### src/rtl/johnson_pkg.sv
// johnson_pkg: shared state type and Johnson-code helpers used by the decoder and its classifier.
package johnson_pkg;

   typedef enum logic {SEARCH, LOCKED} state_t;

   localparam int JC_MAX_W = 32;

   // Legal codes are a run of ones anchored at bit0 (MSB clear) or at the MSB (MSB set).
   function automatic logic jc_legal(input logic [JC_MAX_W-1:0] code, input int w);
      int pc;
      logic [JC_MAX_W-1:0] mask, low, high;
      pc = $countones(code);
      mask = (JC_MAX_W'(1) << w) - JC_MAX_W'(1);
      low = (JC_MAX_W'(1) << pc) - JC_MAX_W'(1);
      high = mask & ~((JC_MAX_W'(1) << (w - pc)) - JC_MAX_W'(1));
      return ((code & ~mask) == '0) && (code[w-1] ? code == high : code == low);
   endfunction

   function automatic int jc_to_idx(input logic [JC_MAX_W-1:0] code, input int w);
      int pc;
      pc = $countones(code);
      return code[w-1] ? 2 * w - pc : pc;
   endfunction

   function automatic int jc_next(input int idx, input int w);
      return (idx + 1) % (2 * w);
   endfunction

   function automatic int jc_prev(input int idx, input int w);
      return (idx + 2 * w - 1) % (2 * w);
   endfunction

endpackage

### src/rtl/johnson_classify.sv
// johnson_classify: combinational legality check and index decode of one Johnson code.
module johnson_classify
   import johnson_pkg::*;
#(
   parameter int WIDTH = 4,
   parameter int IDX_W = $clog2(2 * WIDTH)
)(
   input  logic [WIDTH-1:0] code_in,
   output logic             legal,
   output logic [IDX_W-1:0] idx
);

   assign legal = jc_legal(JC_MAX_W'(code_in), WIDTH);
   assign idx = IDX_W'(jc_to_idx(JC_MAX_W'(code_in), WIDTH));

endmodule

### src/rtl/johnson_decoder.sv
// johnson_decoder: Johnson code decoder with lock/sequence monitor and saturating error count.
// Define JDEC_BIDIR_EN to also accept predecessor steps and expose the step direction on dir.
module johnson_decoder
   import johnson_pkg::*;
#(
   parameter int WIDTH    = 4,
   parameter int LOCK_CNT = 3,
   parameter int ERR_W    = 8,
   parameter int IDX_W    = $clog2(2 * WIDTH)
)(
   input  logic             clk,
   input  logic             reset,
   input  logic [WIDTH-1:0] code_in,
   input  logic             code_vld,
   input  logic             clr_err,
   output logic [IDX_W-1:0] idx,
   output logic             idx_vld,
   output logic             locked,
   output logic             illegal,
   output logic             seq_err,
`ifdef JDEC_BIDIR_EN
   output logic             dir,
`endif
   output logic [ERR_W-1:0] err_cnt
);

   localparam logic [ERR_W-1:0] ERR_MAX = '1;

   state_t           state, state_d;
   logic [3:0]       run, run_d;
   logic             has_ref, has_ref_d;
   logic [IDX_W-1:0] idx_d;
   logic             idx_vld_d, illegal_d, seq_err_d;
   logic [ERR_W-1:0] err_d;
   logic             legal;
   logic [IDX_W-1:0] cidx;
   logic             hold, succ, pred, step_ok;
`ifdef JDEC_BIDIR_EN
   logic             dir_d;
`endif

   johnson_classify #(.WIDTH(WIDTH), .IDX_W(IDX_W)) u_classify (
      .code_in (code_in),
      .legal   (legal),
      .idx     (cidx)
   );

   // has_ref keeps the first legal sample after reset from being judged against the reset idx.
   assign hold = has_ref && cidx == idx;
   assign succ = has_ref && cidx == IDX_W'(jc_next(int'(idx), WIDTH));
   assign pred = has_ref && cidx == IDX_W'(jc_prev(int'(idx), WIDTH));
`ifdef JDEC_BIDIR_EN
   assign step_ok = succ || pred;
`else
   assign step_ok = succ;
`endif
   assign locked = state == LOCKED;

   always_comb begin
      state_d = state;
      run_d = run;
      has_ref_d = has_ref;
      idx_d = idx;
      idx_vld_d = 1'b0;
      illegal_d = 1'b0;
      seq_err_d = 1'b0;
`ifdef JDEC_BIDIR_EN
      dir_d = dir;
`endif
      if (code_vld) begin
         if (!legal) begin
            illegal_d = 1'b1;
            run_d = '0;
            state_d = SEARCH;
         end else begin
            idx_vld_d = 1'b1;
            idx_d = cidx;
            has_ref_d = 1'b1;
`ifdef JDEC_BIDIR_EN
            if (step_ok && !hold) dir_d = succ;
`endif
            if (state == LOCKED) begin
               if (!(hold || step_ok)) begin
                  seq_err_d = 1'b1;
                  run_d = '0;
                  state_d = SEARCH;
               end
            end else begin
`ifdef JDEC_BIDIR_EN
               // A direction reversal restarts the run with this step as its first.
               if (!hold) run_d = !step_ok ? '0 : (run == '0 || dir == succ) ? run + 4'd1 : 4'd1;
`else
               if (!hold) run_d = step_ok ? run + 4'd1 : '0;
`endif
               if (run_d == 4'(LOCK_CNT)) state_d = LOCKED;
            end
         end
      end
      err_d = clr_err ? ((illegal_d || seq_err_d) ? ERR_W'(1) : '0) :
              ((illegal_d || seq_err_d) && err_cnt != ERR_MAX) ? err_cnt + ERR_W'(1) : err_cnt;
   end

   always_ff @(posedge clk or negedge reset) begin
      if (!reset) begin
         state <= SEARCH;
         run <= '0;
         has_ref <= 1'b0;
         idx <= '0;
         idx_vld <= 1'b0;
         illegal <= 1'b0;
         seq_err <= 1'b0;
         err_cnt <= '0;
`ifdef JDEC_BIDIR_EN
         dir <= 1'b0;
`endif
      end else begin
         state <= state_d;
         run <= run_d;
         has_ref <= has_ref_d;
         idx <= idx_d;
         idx_vld <= idx_vld_d;
         illegal <= illegal_d;
         seq_err <= seq_err_d;
         err_cnt <= err_d;
`ifdef JDEC_BIDIR_EN
         dir <= dir_d;
`endif
      end
   end

endmodule

### config.mk
export PLATFORM = sky130hd
export DESIGN_NAME = johnson_decoder
export DESIGN_NICKNAME = d
export VERILOG_FILES = /design/src/rtl/johnson_pkg.sv /design/src/rtl/johnson_classify.sv /design/src/rtl/johnson_decoder.sv
export SDC_FILE = /design/constraint.sdc
export NUM_CORES = 1
export LEC_CHECK = 0
export BUFFER_PORTS_ARGS = -buffer_cell sky130_fd_sc_hd__buf_2
export CORE_UTILIZATION = 62
export DETAILED_ROUTE_END_ITERATION = 12
export HOLD_SLACK_MARGIN = 0.06
export PLACE_DENSITY = 0.84
export RECOVER_POWER = 25
export SETUP_SLACK_MARGIN = 0.3
export SLEW_MARGIN = 15
export SYNTH_ARGS = -nofsm -noshare
export SYNTH_HDL_FRONTEND = slang
export SYNTH_HIERARCHICAL = 1
export SYNTH_SLANG_ARGS = --single-unit
### constraint.sdc
create_clock -name clk -period 3.52 [get_ports clk]
set_input_delay 0.352 -clock clk [delete_from_list [all_inputs] [get_ports clk]]
set_output_delay 0.352 -clock clk [all_outputs]
set_load 0.02 [all_outputs]
Yosys cells after proc, flatten, opt, wreduce, memory -nomap -nowiden:

Cells that the tools add are included.

* add/sub/neg operators: 10
* eq/ne operators: 7
* shift operators: 2
* mux-type cells: 25
* bitwise operators: 1
* reductions and logical operators: 8

Operator list (number)
* == test 4 x 32 -> 1 bit: 1
* 2-to-1 mux 4 bit: 8
* left shift 1 x 32 -> 32 bit, first input constant: 1
* left shift 1 x 32 -> 4 bit, first input constant: 1
* subtractor 32 x 2 -> 32 bit, second input constant: 1
* subtractor 4 x 32 -> 32 bit, first input constant: 1
* 2-to-1 mux 8 bit: 2
* 2-to-1 mux 1 bit: 14
* adder 8 x 1 -> 8 bit, second input constant: 1
* != test 8 bit, second input constant: 1
* == test 3 bit: 2
* adder 1 x 1 -> 2 bit: 2
* adder 4 x 1 -> 4 bit, second input constant: 1
* == test 4 x 2 -> 1 bit, second input constant: 1
* == test 4 bit: 1
* inverter 4 bit: 1
* AND reduction 2 bit: 2
* subtractor 4 x 1 -> 4 bit, second input constant: 1
* adder 2 x 2 -> 3 bit: 1
* adder 3 x 1 -> 3 bit, second input constant: 1
* logical AND 1 bit: 3
* 2-to-1 mux 3 bit: 1
* != test 3 bit, second input constant: 1
* subtractor 1 x 3 -> 3 bit, first input constant: 1
* other kinds (2): 3

* bits in registers: 20
* bits of input ports: 8
* output and inout port bits: 15
* logic and storage cells: 61

Logic depth before layout (Yosys ltp):

Gate-level depths: netlist of run 1.

* depth after elaboration: 15
* mapped depth: 18
* gate-level depth less buffers: 17

Modules after synthesis:

Netlist of run 1, hierarchy kept.

By module, submodules not included
* johnson_decoder: instances 1, cells an instance 122, area each 1206.2 µm², seq. area each 500.5 µm²
* johnson_classify: instances 1, cells an instance 72, area each 571.8 µm², seq. area each 0.0 µm²

Least setup slack after synthesis of run 1:

OpenSTA, ideal clock, no wires.

* kind: input port to flip-flop
* from: in code_in[0]
* to: reg err_cnt[7]
* setup time: 125 ps
* arrival time: 3931 ps
* data required time: 3395 ps
* setup slack: -536 ps
* stages: 18
* buffers on the path: 1
* cell sequence: fa_1 -> ha_1 -> ha_1 -> inv_1 -> ha_1 -> ha_1 -> inv_1 -> ha_1 -> o21bai_1 -> a31oi_1 -> a41oi_1 -> o31a_1 -> nor4_2 -> nor2_1 -> a41oi_4 -> buf_6 -> nor4_1 -> mux2_2

* elaborated cells on any way between the ends: 27
* those cells by class: add/sub: 6; eq/ne: 4; shift: 2; mux: 8; bitwise: 1; reduce/logical: 6

RTL lines
* from (decl): RTL line johnson_decoder.sv:13 `input logic [WIDTH-1:0] code_in,`
* adder 1 x 1 -> 2 bit (implied by the code): RTL line johnson_pkg.sv:12 `pc = $countones(code);`
* adder 2 x 2 -> 3 bit (implied by the code): RTL line johnson_pkg.sv:12
* subtractor 4 x 32 -> 32 bit: RTL line johnson_pkg.sv:15 `high = mask & ~((JC_MAX_W'(1) << (w - pc)) - JC_MAX_W'(1));`
* left shift 1 x 32 -> 4 bit: RTL line johnson_pkg.sv:15
* subtractor 4 x 1 -> 4 bit: RTL line johnson_pkg.sv:15
* inverter 4 bit: RTL line johnson_pkg.sv:15
* == test 4 bit: RTL line johnson_pkg.sv:16 `return ((code & ~mask) == '0) && (code[w-1] ? code == high : code == low);`
* 2-to-1 mux 1 bit *: RTL line johnson_pkg.sv:16
* net legal: RTL line johnson_decoder.sv:35 `logic legal;`
* 2-to-1 mux 1 bit *: RTL line johnson_decoder.sv:71 `if (!legal) begin`
* 2-to-1 mux 1 bit *: RTL line johnson_decoder.sv:70 `if (code_vld) begin`
* net illegal_d: RTL line johnson_decoder.sv:33 `logic idx_vld_d, illegal_d, seq_err_d;`
* logical OR 1 bit *: RTL line johnson_decoder.sv:100 `((illegal_d || seq_err_d) && err_cnt != ERR_MAX) ? err_cnt + ERR_W'(1) : err_cnt;`
* logical AND 1 bit *: RTL line johnson_decoder.sv:100
* nonzero test 2 bit (no source line) *
* to (signal assigned): RTL line johnson_decoder.sv:124 `err_cnt <= err_d;`
* to (decl): RTL line johnson_decoder.sv:24 `output logic [ERR_W-1:0] err_cnt`

The timed path passes the listed nets; every way through them passes the cells marked *.
A chain may end at the register's enable or synchronous reset.

Worst setup path in the final report of run 1:

* from: in code_in[0]
* to: reg err_cnt[2]

Same word-level chain as after synthesis.

==> results of run 1 <==
worst min-delay path by stage:
stage                                   endpoint  slack (ns)
after floorplan           err_cnt[0]$_DFFE_PN0P_        0.06
after global placement         idx_vld$_DFF_PN0_        0.32
after detailed placement     has_ref$_DFFE_PN0P_        0.33
after CTS                 err_cnt[3]$_DFFE_PN0P_        0.32
after global routing      err_cnt[2]$_DFFE_PN0P_        0.32
final                     err_cnt[2]$_DFFE_PN0P_        0.34
layer usage:
metal  up-vias  GRT usage (%)
met1      1045           51.4
met3       122           13.1
met2       286           77.6
li1        843              -
met5         -              0
met4         0           37.1
timing repair:
| item | CTS | global route |
|---|---|---|
| buffers inserted | 4 | 5 |
| endpoints found under the setup margin | 19 | 19 |
| hold endpoints to repair | 20 | 0 |
| pin swaps | 28 | 1 |
| gates resized for setup | 31 | 21 |
| hold buffers | 1 | 0 |
registers in the layout (all words and copies together) (netlist names):
register / cells
seq_err: 1
illegal: 1
err_cnt: 8
idx_vld: 1
run: 4
has_ref: 1
idx: 3
locked: 1
cells in the final DEF (no fill, tap or decap), types with 3 or more instances in the layout:
cell type                  instances
sky130_fd_sc_hd__a21oi_1           7
sky130_fd_sc_hd__ha_1              9
sky130_fd_sc_hd__mux2_4            3
sky130_fd_sc_hd__buf_4            36
sky130_fd_sc_hd__buf_6             7
sky130_fd_sc_hd__o21ai_0           6
sky130_fd_sc_hd__ha_4              7
sky130_fd_sc_hd__nand3_1           6
sky130_fd_sc_hd__xnor2_1           7
sky130_fd_sc_hd__nand2_1          12
sky130_fd_sc_hd__or4_4             3
sky130_fd_sc_hd__clkbuf_4          3
sky130_fd_sc_hd__xnor2_2           3
sky130_fd_sc_hd__inv_4             3
sky130_fd_sc_hd__nor2b_1           3
sky130_fd_sc_hd__buf_2            18
sky130_fd_sc_hd__a21oi_2           6
sky130_fd_sc_hd__o31ai_1           3
sky130_fd_sc_hd__nor2_1           10
sky130_fd_sc_hd__inv_1            13
sky130_fd_sc_hd__dfrtp_1          20
per-stage QoR:
step	power [mW]	worst slack [ns]
floorplan	0.671	-0.247
global placement	0.829	-0.407
detailed placement	0.861	-0.639
CTS	1.13	-0.0450
global route	1.30	-0.305
finish	1.27	-0.305
cell usage after synthesis (2+ instances only):
cell type | count | area, um^2
sky130_fd_sc_hd__a21o_1 | 2 | 15.0
sky130_fd_sc_hd__a32o_1 | 2 | 20.0
sky130_fd_sc_hd__inv_1 | 17 | 63.8
sky130_fd_sc_hd__o21bai_1 | 2 | 15.0
sky130_fd_sc_hd__nor3_1 | 3 | 15.0
sky130_fd_sc_hd__or4_1 | 4 | 30.0
sky130_fd_sc_hd__a41oi_1 | 2 | 17.5
sky130_fd_sc_hd__xnor2_1 | 10 | 87.6
sky130_fd_sc_hd__nand2_1 | 13 | 48.8
sky130_fd_sc_hd__clkbuf_1 | 4 | 15.0
sky130_fd_sc_hd__and3_1 | 2 | 12.5
sky130_fd_sc_hd__a31oi_1 | 3 | 18.8
sky130_fd_sc_hd__nor4_1 | 3 | 18.8
sky130_fd_sc_hd__o2111ai_1 | 2 | 17.5
sky130_fd_sc_hd__a21oi_1 | 13 | 65.1
sky130_fd_sc_hd__o31ai_1 | 4 | 30.0
sky130_fd_sc_hd__nor2b_1 | 4 | 25.0
sky130_fd_sc_hd__nand3_1 | 7 | 35.0
sky130_fd_sc_hd__nor2_1 | 12 | 45.0
sky130_fd_sc_hd__dfrtp_1 | 20 | 500
sky130_fd_sc_hd__a22o_1 | 2 | 17.5
sky130_fd_sc_hd__o21ai_0 | 8 | 40.0
sky130_fd_sc_hd__ha_1 | 18 | 225
sky130_fd_sc_hd__mux2_2 | 4 | 45.0
sky130_fd_sc_hd__nand2b_1 | 3 | 18.8
sky130_fd_sc_hd__nor4b_1 | 2 | 17.5
sky130_fd_sc_hd__fa_1 | 2 | 40.0
sky130_fd_sc_hd__nand4_1 | 2 | 12.5
cell families (layout without fill, tap and decap cells):
kind of cell / Yosys count / after routing / synth area share (%)
adder cells (fa/ha/maj): 20 / 20 / 14.9
buffers and inverters: 22 / 85 / 5.07
AO/OA/AOI/OAI: 51 / 51 / 21.0
other: 1 / 1 / 0.211
XOR/XNOR: 12 / 12 / 6.69
flip-flops: 20 / 20 / 28.1
multiplexers: 5 / 5 / 3.10
AND/OR/NAND/NOR: 63 / 63 / 20.8
critical path, delay by kind of cell:
family | cells | cell delay (ns)
buffers and inverters | 4 | 0.43
xor gates and xnor gates | 2 | 0.32
adders and majority gates | 6 | 1.56
and+or+nand+nor | 4 | 0.94
AOI/OAI and AO/OA | 3 | 0.48
layout make-up:
cell class,instances,area (um^2)
Multi-Input combinational cell,152,1490
Sequential cell,20,500
Timing Repair Buffer,64,473
Fill cell,61,108
Inverter,17,71.3
Tap cell,31,38.8
Clock inverter,1,30.0
Clock buffer,3,22.5
power by group through the flow:
stage	registers (mW)	logic (mW)	clock network, mW
2_1_floorplan	0.320	0.352	0
3_3_place_gp	0.296	0.532	0
3_5_place_dp	0.300	0.561	0
4_1_cts	0.297	0.635	0.193
5_1_grt	0.307	0.783	0.214
6_report	0.304	0.764	0.205
==> parameters.txt, run 1 <==
Parameter                              Value

Drt
  Mean routed wirelength per cell    28.9 um
  Number of violations reported at the end of detailed-routing iteration 0    449
  Residual antenna-violating net count after detailed routing    0
  Met3 layer wire length in the routed design    1100 um
  Post-detailed-route via-to-cell ratio    7.97
  DR WL met2    3470 um
  Total length of routed wires    8320 um
  Highest metal layer used by the detailed router    met4
  Sum of routed wire segments on met1    2740 um
  Vias after detailed routing    2296
  First-pass DRT Iterations    10
  Post-route DRC violation count    0

Floorplan
  Number of primary I/O pins    23
  Die height    55.6 um
  Number of standard-cell rows in the floorplan    19
  Floorplan Core Area    0.00273 mm^2
  Full die area    0.00309 mm^2
  Initial Utilization    65.0%
  Die boundary width    55.6 um

CTS
  Total number of clock tree sinks    20
  CTS Buf Count    3
  CTS clk-pin slew, worst paths    0.14 ns
  CTS root buf    sky130_fd_sc_hd__clkbuf_4
  Clock tree from TritonCTS    yes
  CTS max path bufs    2
  H-tree depth    1
  Worst-skew pair later-pin latency    0.33 ns

STA
  Post-Route Setup TNS    -3.61 ns
  Highest clock frequency the design can meet    0.261 GHz
  Skew final    0.000750 ns
  Final Critical Period    3.82 ns
  Unrepaired setup endpoints after global routing    true
  Worst slew margin relative to its limit    20.6%
  Final hold slack    0.344 ns
  Setup violators final    16
  Final max-slew violation count    0
  Least setup slack across all paths after layout    -0.305 ns
  Final Cycle Share    109%
  Number of hold violations in the final report    0
  Slew @ Worst Pin    1.19 ns

Global routing
  Via count of the first global-routing pass    2214
  Maximum number of pins on one net before global-route repair    21
  Gr usage total    47.4%
  Overflow left after global routing    0
  Wire length of the first global-routing pass    11000 um
  Initial antenna violation count    0

Setup path
  Most Frequent Cell on Critical Path    sky130_fd_sc_hd__ha_4
  Minimum setup slack among reg-to-reg paths    0.84 ns
  Worst Reg2Reg Path Length in Cells    6
  Kind of critical path    in -> reg
  Worst-path cell with the longest stage delay    sky130_fd_sc_hd__fa_2
  Worst setup path startpoint    code_in[0]
  Required time worst endpoint    3.79 ns
  CP endpoint    err_cnt[2]$_DFFE_PN0P_
  Arrival time at the worst endpoint    4.10 ns
  Origin of the critical flop-to-flop path    err_cnt[0]$_DFFE_PN0P_
  Critical path cell sequence    buf_4 > fa_2 > ha_4 > ha_4 > inv_4 > ha_4 > ha_4 > inv_4 > nand3_2 > ha_4 > xnor2_2 > a21oi_2 > xnor2_2 > nor4_4 > nor2_2 > a41oi_4 > buf_12 > or4_4 > a21oi_2
  Delay of the slowest cell on the worst path    0.58 ns
  Critical-path maximum fanout    8
  Crit path capture type    flip-flop
  Critical R2R Capture    err_cnt[0]$_DFFE_PN0P_
  Critical path startpoint category    primary input

Yosys
  Number of synthesized flops with an enable pin    0
  Cells after synthesis    194
  Number of unique standard cell types used by synthesis    52
  Yosys Warn Count    6
  Syn_area_per_cell    9.16 um^2
  Nets in the synthesized netlist    222
  Main flop type after synthesis    sky130_fd_sc_hd__dfrtp_1
  Sequential area share after synthesis    28.1%
  Register bit total from synthesis    20
  Async SR Flop Fraction    100%
  Post-synthesis instance area    0.00178 mm^2

Final layout
  Final Non-Filler Cells    288
  Total non-filler cell area in the finished layout    0.00263 mm^2
  Number of antenna diodes    0
  Utilization of the core after routing    96.1%
  Share of post-route cells with drive strength above 1    46.7%
  P&R area growth vs syn    47.7%
  Layout Nets    286

Placement
  Placement-stage cell area    0.00226 mm^2
  Placed wire-length estimate    3860 um
  Number of placed instances with taps included    274
  Number of buffers inserted by port buffering    22
  Routability Congestion    0.988

Pwr
  PwrDens    485 mW/mm^2
  Fraction of power consumed by combinational cells    60.0%
  Flop pwr share    23.9%
  Leakage power    1.18 nW
  Share of total power consumed by net switching    44.3%
  Pint    0.710 mW
  Clock network fraction of design power    16.1%
  Worst IR drop on VDD    0.675 mV
  Net switching power    0.564 mW

Run status
  Failing checks    negative setup slack
  Result of the run    complete, but fails checks

Hold path
  Worst Min Path Start    clr_err
  Class of the worst hold path    in -> reg
  Cell depth of the worst min-delay path    2

Flow run
  Count of max-cap constraint violations    0
Power figures use the tool's default switching activity.
==> inputs of run 2 (changes only) <==
--- a/config.mk
+++ b/config.mk
@@ -5,6 +5,7 @@
 export SDC_FILE = /design/constraint.sdc
 export NUM_CORES = 1
 export LEC_CHECK = 0
+export ABC_CLOCK_PERIOD_IN_PS = 4530
 export BUFFER_PORTS_ARGS = -buffer_cell sky130_fd_sc_hd__buf_2
 export CORE_UTILIZATION = 62
 export DETAILED_ROUTE_END_ITERATION = 12
==> constraint.sdc (replaced) <==
create_clock -name clk -period 4.53 [get_ports clk]
set_input_delay 0.453 -clock clk [delete_from_list [all_inputs] [get_ports clk]]
set_output_delay 0.453 -clock clk [all_outputs]
set_load 0.02 [all_outputs]
==> parameters.txt, run 2 (synthesis gave the netlist of run 1 again) <==
Parameter                              Value

CTS
  CTS clk-pin slew, worst paths    0.13 ns (about the same)
  CTS max path bufs    2 (unchanged)
  Total number of clock tree sinks    20 (unchanged)
  H-tree depth    1 (unchanged)
  Clock tree from TritonCTS    yes
  # hold bufs at CTS    0 (-1)
  Worst-skew pair later-pin latency    0.32 ns (about the same)
  CTS root buf    sky130_fd_sc_hd__clkbuf_4
  CTS Buf Count    3 (unchanged)

Pwr
  Flop pwr share    32.7% (+8.8 points)
  Clock network fraction of design power    15.5% (-0.6 points)
  Tot Pwr    0.704 mW (-45%)
  PwrDens    350 mW/mm^2 (-28%)
  Fraction of power consumed by combinational cells    51.8% (-8.2 points)
  Net switching power    0.303 mW (-46%)
  Pint    0.401 mW (-44%)
  Worst IR drop on VDD    0.324 mV (-52%)
  Leakage power    0.926 nW (-22%)
  Share of total power consumed by net switching    43.0% (-1.3 points)

Drt
  Post-route DRC violation count    0 (unchanged)
  Mean routed wirelength per cell    16.1 um (-44%)
  Post-detailed-route via-to-cell ratio    6.21 (-22%)
  First-pass DRT Iterations    5 (-5)
  Number of violations reported at the end of detailed-routing iteration 0    53 (-88%)
  Vias after detailed routing    1572 (-32%)
  Total length of routed wires    4070 um (-51%)
  Residual antenna-violating net count after detailed routing    0 (unchanged)

Placement
  Worst setup timing slack at the placement stage    0.133 ns (+0.772 ns)
  Number of buffers inserted by port buffering    22 (unchanged)
  Number of placed instances with taps included    249 (-9.1%)
  Routability Congestion    0.948 (-4.0%)
  Placed wire-length estimate    3050 um (-21%)

Run status
  Result of the run    complete, no violations

Final layout
  Layout Nets    251 (-12%)
  Share of post-route cells with drive strength above 1    21.2% (-26 points)
  P&R area growth vs syn    13.1%
  Final Non-Filler Cells    253 (-12%)
  Utilization of the core after routing    73.5% (-23 points)
  Filler cells    198 (+220%)
  Most used cells in the layout excluding fill and tap cells    sky130_fd_sc_hd__buf_2, sky130_fd_sc_hd__dfrtp_1, sky130_fd_sc_hd__inv_1
  Registers with the highest flip-flop counts    err_cnt x8, run x4, idx x3
  Max FFs per register    8 (unchanged)
  Number of antenna diodes    0 (unchanged)
  Biggest register    err_cnt
  Most common cell after layout, fill and taps aside    sky130_fd_sc_hd__buf_2

Setup path
  Crit path capture type    flip-flop
  Sum of buffers and inverters on the critical path    4 (unchanged)
  Most Frequent Cell on Critical Path    sky130_fd_sc_hd__ha_1
  Required time worst endpoint    4.76 ns (+0.97 ns)
  Critical path startpoint category    primary input
  Worst-path cell with the longest stage delay    sky130_fd_sc_hd__or4b_2
  Critical-path maximum fanout    5 (-3)
  Delay of the slowest cell on the worst path    0.63 ns (+0.05 ns)
  Kind of critical path    in -> reg
  Critical path cell sequence    buf_2 > fa_1 > ha_2 > ha_1 > inv_1 > ha_2 > ha_1 > inv_1 > nand3_1 > ha_1 > xnor2_1 > a21oi_1 > xnor2_1 > nor4_4 > buf_4 > nor3_1 > or4b_2 > o21ai_0
  Arrival time at the worst endpoint    4.26 ns (+0.16 ns)
  Dominant delay contributor by cell family on the critical path    adder cells

STA
  Final Cycle Share    89.0%
  Number of hold violations in the final report    0 (unchanged)
  Final Critical Period    4.03 ns
  Highest clock frequency the design can meet    0.248 GHz
  Worst slew margin relative to its limit    26.5% (+5.9 points)
  Setup violators final    0 (-16)
  Slew @ Worst Pin    1.10 ns (-0.0891 ns)
  Least setup slack across all paths after layout    0.500 ns (+0.805 ns)
  Skew final    0.0137 ns (+0.0130 ns)
  Post-Route Setup TNS    0 ns (+3.61 ns)
  Final max-slew violation count    0 (unchanged)
  Unrepaired setup endpoints after global routing    false

Global routing
  Maximum number of pins on one net before global-route repair    21 (unchanged)
  Via count of the first global-routing pass    1621 (-27%)
  Wire length of the first global-routing pass    7130 um (-35%)
  Gr usage total    29.0% (-18 points)
  Initial antenna violation count    0 (unchanged)
  Overflow left after global routing    0 (unchanged)

Floorplan
  Initial Utilization    65.0% (unchanged)
  Die boundary width    55.6 um (unchanged)
  Die height    55.6 um (unchanged)
  Number of standard-cell rows in the floorplan    19 (unchanged)
  Floorplan Core Area    0.00273 mm^2 (unchanged)
  Full die area    0.00309 mm^2 (unchanged)
  Number of primary I/O pins    23 (unchanged)

Hold path
  Class of the worst hold path    in -> async

Flow run
  Count of max-cap constraint violations    0 (unchanged)
==> run 2: worst paths after layout <==
check,cells past startpoint,slack [ns],from,endpoint
worst max register to register,6,2.09,idx[0]$_DFFE_PN0P_,err_cnt[0]$_DFFE_PN0P_
worst min register to register,1,0.60,run[1]$_DFFE_PN0P_,run[1]$_DFFE_PN0P_
worst min-delay path,1,0.30,reset,idx[2]$_DFFE_PN0P_
min in group clk,2,0.41,clr_err,err_cnt[5]$_DFFE_PN0P_
max in group asynchronous,1,3.55,reset,err_cnt[0]$_DFFE_PN0P_
worst max-delay path,18,0.50,code_in[0],err_cnt[0]$_DFFE_PN0P_
==> run 2: metal layers <==
metal  vias up  share of wire (%)  global-route usage [%]  wire [um]
met2        50                 49                    50.6       2020
met4         0                2.4                    13.6         97
met5         -                  0                       0          0
met1       742                 44                    35.7       1790
li1        771                  -                       -          -
met3         9                4.2                    3.28        173
==> run 2: final cells by class <==
| cell class | count | area [um^2] | area share, % |
|---|---|---|---|
| clock buffers | 4 | 36.3 | 1.80 |
| flip-flops and latches | 20 | 500 | 24.9 |
| repair buffers | 29 | 161 | 8.03 |
| inverters | 17 | 63.8 | 3.17 |
| multi-input cells | 152 | 1210 | 60.2 |
| well taps | 31 | 38.8 | 1.93 |
==> run 2: repair_timing <==
action / CTS / global route
setup endpoints to repair: 0 / 8
resized for setup: 0 / 5
setup buffers: 0 / 0
endpoints found under the hold margin: 0 / 0
==> run 2: power groups by stage <==
stage / registers [mW] / clock network, mW / logic (mW)
floorplan: 0.248 / 0 / 0.243
global placement: 0.231 / 0 / 0.332
detailed placement: 0.234 / 0 / 0.349
CTS: 0.230 / 0.110 / 0.354
global route: 0.234 / 0.116 / 0.396
finish: 0.230 / 0.109 / 0.364
==> run 2: per-stage QoR <==
step           hold WS [ns]  cell area (um^2)
2_1_floorplan         0.157              1780
3_3_place_gp          0.421              1950
3_5_place_dp          0.432              1950
4_1_cts              0.0808              1990
5_1_grt               0.426              2010
6_report              0.302              2010
